$ cat src/rtl/pipelined_block_cla_adder_if.sv
// Operand/result handshake bundle for pipelined_block_cla_adder; N = total operand width.
// The overflow signal exists only when CLA_PIPE_OVERFLOW_EN is defined.
interface pipelined_block_cla_adder_if #(
  parameter int N = 8
);
  logic         in_valid;
  logic         in_ready;
  logic         sub;
  logic         carry_in;
  logic [N-1:0] x;
  logic [N-1:0] y;
  logic         out_valid;
  logic         out_ready;
  logic [N-1:0] z;
  logic         carry_out;
`ifdef CLA_PIPE_OVERFLOW_EN
  logic         overflow;

  modport master (
    output in_valid, sub, carry_in, x, y, out_ready,
    input  in_ready, out_valid, z, carry_out, overflow
  );
  modport slave (
    input  in_valid, sub, carry_in, x, y, out_ready,
    output in_ready, out_valid, z, carry_out, overflow
  );
`else
  modport master (
    output in_valid, sub, carry_in, x, y, out_ready,
    input  in_ready, out_valid, z, carry_out
  );
  modport slave (
    input  in_valid, sub, carry_in, x, y, out_ready,
    output in_ready, out_valid, z, carry_out
  );
`endif
endinterface

$ cat src/rtl/pipelined_block_cla_adder.sv
// Add/subtract with one CLA group per pipeline stage; CLA_PIPE_OVERFLOW_EN adds a signed overflow flag.
// Latency GROUP_COUNT cycles, 1/cycle; one global advance enable stalls every slot (bubbles included).
module pipelined_block_cla_adder #(
  parameter int GROUP_WIDTH = 4,
  parameter int GROUP_COUNT = 2
) (
  input  logic                      clk,
  input  logic                      rst_n,
  pipelined_block_cla_adder_if.slave bus
);
  localparam int N    = GROUP_WIDTH * GROUP_COUNT;
  localparam int LAST = GROUP_COUNT - 1;

  // Returns {carry into group msb, carry out, sum}; carries are formed in lookahead form.
  function automatic logic [GROUP_WIDTH+1:0] cla_group(
    input logic [GROUP_WIDTH-1:0] a,
    input logic [GROUP_WIDTH-1:0] b,
    input logic                   c0
  );
    logic [GROUP_WIDTH-1:0] g;
    logic [GROUP_WIDTH-1:0] p;
    logic [GROUP_WIDTH:0]   c;
    logic                   term;
    g    = a & b;
    p    = a ^ b;
    c    = '0;
    c[0] = c0;
    for (int i = 0; i < GROUP_WIDTH; i++) begin
      term = c0;
      for (int j = 0; j <= i; j++) term = term & p[j];
      c[i+1] = term;
      for (int j = 0; j <= i; j++) begin
        term = g[j];
        for (int m = j + 1; m <= i; m++) term = term & p[m];
        c[i+1] = c[i+1] | term;
      end
    end
    return {c[GROUP_WIDTH-1], c[GROUP_WIDTH], p ^ c[GROUP_WIDTH-1:0]};
  endfunction

  logic [GROUP_COUNT-1:0] vld_q;
  logic [GROUP_COUNT-1:0] cy_q;
  logic [GROUP_COUNT-1:0] cy_d;
  logic [N-1:0]           x_q  [GROUP_COUNT];
  logic [N-1:0]           yp_q [GROUP_COUNT];
  logic [N-1:0]           z_q  [GROUP_COUNT];
  logic [N-1:0]           z_d  [GROUP_COUNT];

  logic [N-1:0]           x_s  [GROUP_COUNT];
  logic [N-1:0]           y_s  [GROUP_COUNT];
  logic [N-1:0]           z_s  [GROUP_COUNT];
  logic [GROUP_COUNT-1:0] v_s;
  logic [GROUP_COUNT-1:0] c_s;
  logic                   adv;

  assign adv = ~vld_q[LAST] | bus.out_ready;

  assign x_s[0] = bus.x;
  assign y_s[0] = bus.sub ? ~bus.y : bus.y;
  assign z_s[0] = '0;
  assign v_s[0] = bus.in_valid;
  assign c_s[0] = bus.sub | bus.carry_in;

  for (genvar k = 1; k < GROUP_COUNT; k++) begin : g_src
    assign x_s[k] = x_q[k-1];
    assign y_s[k] = yp_q[k-1];
    assign z_s[k] = z_q[k-1];
    assign v_s[k] = vld_q[k-1];
    assign c_s[k] = cy_q[k-1];
  end

`ifdef CLA_PIPE_OVERFLOW_EN
  logic cmsb_d;
  logic ovf_q;
`endif

  always_comb begin
    logic [GROUP_WIDTH+1:0] grp;
    grp  = '0;
    cy_d = '0;
`ifdef CLA_PIPE_OVERFLOW_EN
    cmsb_d = 1'b0;
`endif
    for (int k = 0; k < GROUP_COUNT; k++) begin
      grp = cla_group(x_s[k][k*GROUP_WIDTH +: GROUP_WIDTH],
                      y_s[k][k*GROUP_WIDTH +: GROUP_WIDTH], c_s[k]);
      z_d[k] = z_s[k];
      z_d[k][k*GROUP_WIDTH +: GROUP_WIDTH] = grp[GROUP_WIDTH-1:0];
      cy_d[k] = grp[GROUP_WIDTH];
`ifdef CLA_PIPE_OVERFLOW_EN
      if (k == LAST) cmsb_d = grp[GROUP_WIDTH+1];
`endif
    end
  end

  // Data slots load even when empty; only the valid bits carry meaning.
  always_ff @(posedge clk or negedge rst_n) begin
    if (!rst_n) begin
      vld_q <= '0;
      cy_q  <= '0;
      for (int k = 0; k < GROUP_COUNT; k++) begin
        x_q[k]  <= '0;
        yp_q[k] <= '0;
        z_q[k]  <= '0;
      end
    end else if (adv) begin
      vld_q <= v_s;
      cy_q  <= cy_d;
      for (int k = 0; k < GROUP_COUNT; k++) begin
        x_q[k]  <= x_s[k];
        yp_q[k] <= y_s[k];
        z_q[k]  <= z_d[k];
      end
    end
  end

`ifdef CLA_PIPE_OVERFLOW_EN
  always_ff @(posedge clk or negedge rst_n) begin
    if (!rst_n) begin
      ovf_q <= 1'b0;
    end else if (adv) begin
      ovf_q <= cmsb_d ^ cy_d[LAST];
    end
  end
  assign bus.overflow = ovf_q;
`endif

  assign bus.in_ready  = adv;
  assign bus.out_valid = vld_q[LAST];
  assign bus.z         = z_q[LAST];
  assign bus.carry_out = cy_q[LAST];
endmodule

$ cat src/flat_wrapper.sv
// flat-port wrapper written by rule: the top's interface ports become plain ports
module pipelined_block_cla_adder_flat 
#(
  parameter int GROUP_WIDTH = 4,
  parameter int GROUP_COUNT = 2
)
  (clk, rst_n, bus_in_valid, bus_sub, bus_carry_in, bus_x, bus_y, bus_out_ready, bus_in_ready, bus_out_valid, bus_z, bus_carry_out);
  pipelined_block_cla_adder_if #(.N(((4) * (2)))) bus_i ();
  input  logic clk;
  input  logic rst_n;
  input wire logic [$bits(bus_i.in_valid)-1:0] bus_in_valid;
  input wire logic [$bits(bus_i.sub)-1:0] bus_sub;
  input wire logic [$bits(bus_i.carry_in)-1:0] bus_carry_in;
  input wire logic [$bits(bus_i.x)-1:0] bus_x;
  input wire logic [$bits(bus_i.y)-1:0] bus_y;
  input wire logic [$bits(bus_i.out_ready)-1:0] bus_out_ready;
  output wire logic [$bits(bus_i.in_ready)-1:0] bus_in_ready;
  output wire logic [$bits(bus_i.out_valid)-1:0] bus_out_valid;
  output wire logic [$bits(bus_i.z)-1:0] bus_z;
  output wire logic [$bits(bus_i.carry_out)-1:0] bus_carry_out;
  assign bus_i.in_valid = bus_in_valid;
  assign bus_i.sub = bus_sub;
  assign bus_i.carry_in = bus_carry_in;
  assign bus_i.x = bus_x;
  assign bus_i.y = bus_y;
  assign bus_i.out_ready = bus_out_ready;
  assign bus_in_ready = bus_i.in_ready;
  assign bus_out_valid = bus_i.out_valid;
  assign bus_z = bus_i.z;
  assign bus_carry_out = bus_i.carry_out;
  pipelined_block_cla_adder #(.GROUP_WIDTH(GROUP_WIDTH), .GROUP_COUNT(GROUP_COUNT)) u_core (.clk(clk), .rst_n(rst_n), .bus(bus_i));
endmodule
$ cat config.mk
export PLATFORM = sky130hd
export DESIGN_NAME = pipelined_block_cla_adder_flat
export DESIGN_NICKNAME = d
export VERILOG_FILES = /design/src/rtl/pipelined_block_cla_adder_if.sv /design/src/rtl/pipelined_block_cla_adder.sv /design/src/flat_wrapper.sv
export SDC_FILE = /design/constraint.sdc
export NUM_CORES = 1
export LEC_CHECK = 0
export ABC_AREA = 1
export BUFFER_PORTS_ARGS = -buffer_cell sky130_fd_sc_hd__buf_2
export CORE_ASPECT_RATIO = 1.75
export CORE_MARGIN = 8
export CORE_UTILIZATION = 52
export DETAILED_ROUTE_END_ITERATION = 8
export GPL_ROUTABILITY_DRIVEN = 0
export PLACE_DENSITY_LB_ADDON = 0.3
export SLEW_MARGIN = 20
export SYNTH_ARGS = -nofsm -noshare
export SYNTH_HDL_FRONTEND = slang
export SYNTH_SLANG_ARGS = --single-unit
$ cat constraint.sdc
create_clock -name clk -period 2.1 [get_ports clk]
set_clock_uncertainty 0.2 [all_clocks]
set_input_delay 0.105 -clock clk [delete_from_list [all_inputs] [get_ports clk]]
set_output_delay 0.105 -clock clk [all_outputs]
set_load 0.005 [all_outputs]
* Word level (Yosys, flattened, before mapping) *
Index checks and enable logic that the tools add are counted.

cells by class
  bitwise gates (word level) = 50
  add/subtract/negate cells = 0
  shift operators = 0
  equality and inequality tests = 0
  divide/modulo/power cells = 0
  reduce and logical (&&, ||, !) cells = 0
  $lt $le $gt $ge = 0
  muxes and demuxes = 1
  multipliers = 0

operator list
  operator           count
  OR 1 bit           22
  bitwise AND 1 bit  20
  bitwise XOR 4 bit  4
  bitwise AND 4 bit  2
  2-to-1 mux 8 bit   1
  NOT 8 bit          1
  NOT 1 bit          1

word-level totals
  bits in latches = 0
  register bits after elaboration = 32
  bits in read-only memories = 0
  output and inout port bits = 11
  memories = 0
  logic and storage cells = 57
  memory bits (writable) = 0
  input bits = 22

* Logic depth before layout (Yosys ltp) *
  word-level depth = 11
  mapped depth = 11
  gate-level depth less buffers = 10

* Worst setup path after synthesis *
OpenSTA, ideal clock, no wires.

  path type = input -> register
  start = input bus_sub
  end = register u_core.z_q (netlist bit u_core.z_d[3])
  library setup time = 117 ps
  slack = 402 ps
  buffers on the path = 1
  required time = 1783 ps
  arrival time = 1381 ps
  cell stages on the path = 11
  path through = buf_4 xnor2_1 inv_1 ha_1 ha_1 nand2_1 nand3b_1 nand2_1 nand3_1 nand3_1 nand2_1

on the way
  word-level cells in the longest chain between the ends = 9
  elaborated cells on any way between the ends = 14
  those cells by class = mux (1); bitwise (13)

RTL lines
  what                            line                              text
  start: declaration              flat_wrapper.sv:12                input wire logic [$bits(bus_i.sub)-1:0] bus_sub;
  2-to-1 mux 8 bit                pipelined_block_cla_adder.sv:59   assign y_s[0] = bus.sub ? ~bus.y : bus.y;
  bitwise XOR 4 bit               pipelined_block_cla_adder.sv:25   p = a ^ b;
  bitwise AND 1 bit (3 in a row)  pipelined_block_cla_adder.sv:30   for (int j = 0; j <= i; j++) term = term & p[j];
  OR 1 bit (3 in a row)           pipelined_block_cla_adder.sv:35   c[i+1] = c[i+1] | term;
  bitwise XOR 4 bit (*)           pipelined_block_cla_adder.sv:38   return {c[GROUP_WIDTH-1], c[GROUP_WIDTH], p ^ c[GROUP_WIDTH-1:0]};
  end signal: indexed assignment  pipelined_block_cla_adder.sv:112  z_q[k] <= z_d[k];
  end: declaration                pipelined_block_cla_adder.sv:46   logic [N-1:0] z_q [GROUP_COUNT];

Every way passes the cells marked *; elsewhere a longest branch is shown, timed or not.
A chain may end at the register's enable or synchronous reset.

* Final worst setup path *
  start = input bus_out_ready
  end = register u_core.x_q[14] in the netlist's numbering

on the way
  word-level cells in the longest chain between the ends = 1

RTL lines
  what                            line                              text
  start: declaration              flat_wrapper.sv:16                input wire logic [$bits(bus_i.out_ready)-1:0] bus_out_ready;
  OR 1 bit                        pipelined_block_cla_adder.sv:56   assign adv = ~vld_q[LAST] | bus.out_ready;
  end signal: indexed assignment  pipelined_block_cla_adder.sv:110  x_q[k] <= x_s[k];
  end: declaration                pipelined_block_cla_adder.sv:44   logic [N-1:0] x_q [GROUP_COUNT];

No other way between the ends.

==> impl_results.md <==
* Most common cell in the netlist: nand2_1
* Reg area at 600.6 µm²
* Area of the multi-input gates at 611.8 µm²
* Worst vdd ir at 0.5364 mV
* Power per Cell Area at 820.5 mW/mm²
* Antenna-violating nets left at 0
* Status: completed
* Register area share after synthesis at 0.4598
* Fin Setup TNS at 0 ns
* Final Core Density at 0.6718
* Max-cap violation count at 0
* Final worst setup slack at 0.2226 ns
* Clk root buf: clkbuf_8
* Clock Path Buffers at 2
* Layout cells sized above 1 at 0.2263
* R2r worst-path depth at 6
* Hpwl dp at 2067 µm
* Via-per-instance ratio at 5.037
* Core Rows at 24
* First-pass GRT wire length at 4830 µm
* Syn. warnings at 0
* Vias at 1088
* Slew Limit Fails at 0
* Setup violations, final at 0
* Initial antenna violation count at 0
* Clk_lat worst skew at 0.26 ns
* Tcrit/Tclk final at 0.8940
* H-tree Lvls at 1
* Hold Path End: u_core.cy_q[0]$_DFFE_PN0P_
* XOR/XNOR Fraction of Synth Area at 0.06705
* Met1 Use GR at 0.1494
* Crit path kind: in2reg
* GRT overflow at 0
* Die area at 0.004435 mm²
* Post-synthesis simple-gate area fraction at 0.2251
* Pin count of the biggest net entering global routing at 25
* Startpoint of the worst hold path: bus_x[3]
* Flops & latches, synth at 24
* Synth cell types at 20
* RR Startpoint: u_core.vld_q[1]$_DFFE_PN0P_
* Count of non-filler cells in the finished layout at 216
* R2R Setup Slk at 0.30 ns
* Mean routed wirelength per cell at 12.97 µm
* Post-Synthesis Cells at 145
* Cell Area, Synth at 0.001306 mm²
* Tmin final at 1.877 ns
* Hold Vio Cnt, Final at 0
* Ports at 33
* CTS tree: done
* Worst EP arrival at 1.81 ns
* Syn-to-layout area delta at 25.10%
* Fillers at 214
* Req. time, crit path at 2.04 ns
* Met3 Use GR at 0.03047
* Top cell type's share of synthesized area at 0.4598
* Largest cells by area after synthesis: dfrtp_1 (46%), nand2_1 (16%), ha_1 (9.6%), xnor2_1 (4.0%), o21ai_0 (3.8%)
* Commonest cells in the netlist: nand2_1 (54), dfrtp_1 (24), inv_1 (11)
* CP startpoint kind: input port
* Placement Cell Area at 0.001458 mm²
* Total track usage at 0.1426
* CP max FO at 19
* Post-synthesis mux area share at 0
* Vias in the first global route at 1135
* RSZ-0062 raised after global routing: false
* Core area at 0.002432 mm²
* Initial drt markers at 24
* Grt met2 use at 0.2587
* CTS buffer count at 3
* Clock slew seen by the registers of the worst setup and hold paths at 0.07 ns
* WL final at 2801 µm
* Static Leak at 0.8749 nW
* Slew margin rel. at 0.6460
* Post-synth EDFFs at 0
* Port bufs at 32
* GR peak layer: met2
* WHS Path Cells at 6
* Die height at 82.30 µm
* DR DRC count at 0
* Initial Util at 0.5370
* Syn nets at 179
* Power consumption at 1.341 mW
* Most used flip-flop cell after synthesis: dfrtp_1
* Syn_area_per_cell at 9.009 µm²
* Ant diodes at 0
* Clock sink count at 24
* Worst Tran Pin Value at 0.5311 ns
* Pre-CTS setup slack at 0.1965 ns
* Largest family of logic cells by synthesized area: simple AND/OR/NAND/NOR gates
* DRT Pass-1 Iters at 6
* Final std cell area, no fill at 0.001634 mm²
* Compound-cell area share of the yosys netlist at 0.04981
* Max Freq at 0.5327 GHz
* FFs w/ async S/R, synth at 1.000
* Crit Reg-Reg Endpoint: u_core.x_q[14]$_DFFE_PN0P_
* Adder-Cell Fraction of Synth Area at 0.1264
* CP endpoint kind: register
* Layout net count at 226
* Hold Slack at 0.05990 ns
* Die W at 53.89 µm
* Class of the worst hold path: in2reg
* Synth area leader: dfrtp_1
* Placed Cells at 199
## cell type report
class	count	share of cell area
multi-input cells	104	0.3744
flip-flops and latches	24	0.3675
repair buffers	47	0.1853
inverters	12	0.02757
clock buffers	3	0.02527
well taps	26	0.01991
## worst max-delay path: stages
cell and delay (ns):
dlygate4sd3_1 0.53, buf_2 0.13, nor2_4 0.16, inv_2 0.17
nand2_1 0.10, nand2_1 0.06, dlygate4sd3_1 0.56
## how the worst max path moves through the flow
stage	from	to	slack, ns
6_report	bus_out_ready	u_core.x_q[14]$_DFFE_PN0P_	0.22
3_5_place_dp	bus_sub	u_core.z_d[3]$_DFFE_PN0P_	0.20
5_1_grt	bus_out_ready	u_core.x_q[14]$_DFFE_PN0P_	0.15
2_1_floorplan	bus_sub	u_core.z_d[3]$_DFFE_PN0P_	0.40
4_1_cts	bus_out_ready	u_core.x_q[14]$_DFFE_PN0P_	0.03
3_3_place_gp	bus_sub	u_core.z_d[3]$_DFFE_PN0P_	0.32
## layer usage
layer  routed length [µm]  vias up
li1                     -      547
met1                 1091      511
met2                 1540       28
met3                  152        2
met4                   17        0
met5                    0        -
## flip-flops by register name, summed over array words and instances (netlist names)
register and flops:
u_core.y_s 4, u_core.x_q 4, u_core.z_d 4, u_core.vld_q 2, u_core.cy_q 2, u_core.bus.z 8
## cells in the final DEF (no fill, tap or decap)
cell type / count
o22ai_1: 1
nand3b_1: 1
buf_4: 3
nand3b_2: 1
nor2_1: 5
nand3_1: 6
buf_2: 32
nand2_2: 1
nor2_4: 1
xor2_1: 4
a21oi_2: 1
nand4_1: 1
inv_2: 1
fa_1: 2
inv_1: 11
ha_1: 10
o21ai_0: 10
nand2_1: 54
xnor2_1: 6
dlygate4sd3_1: 12
dfrtp_1: 24
clkbuf_8: 3
## power breakdown
part	leakage (nW)	internal [mW]	switching, mW
clock network	0.0216	0.128	0.127
registers	0.287	0.580	0.0640
logic	0.566	0.208	0.235
total	0.875	0.915	0.426
## what timing repair did
item | CTS | global route
buffers inserted | 0 | 2
endpoints found under the setup margin | 0 | 1
hold buffers | 12 | 0
resized for setup | 0 | 0
hold endpoints to repair | 39 | 0
## kinds of logic after synthesis
logic type | after synthesis
fa+ha+maj | 12
compound gates | 12
simple gates | 70
flops | 24
xor+xnor | 10
buf+inv | 17
(Power assumes the default switching activity.)
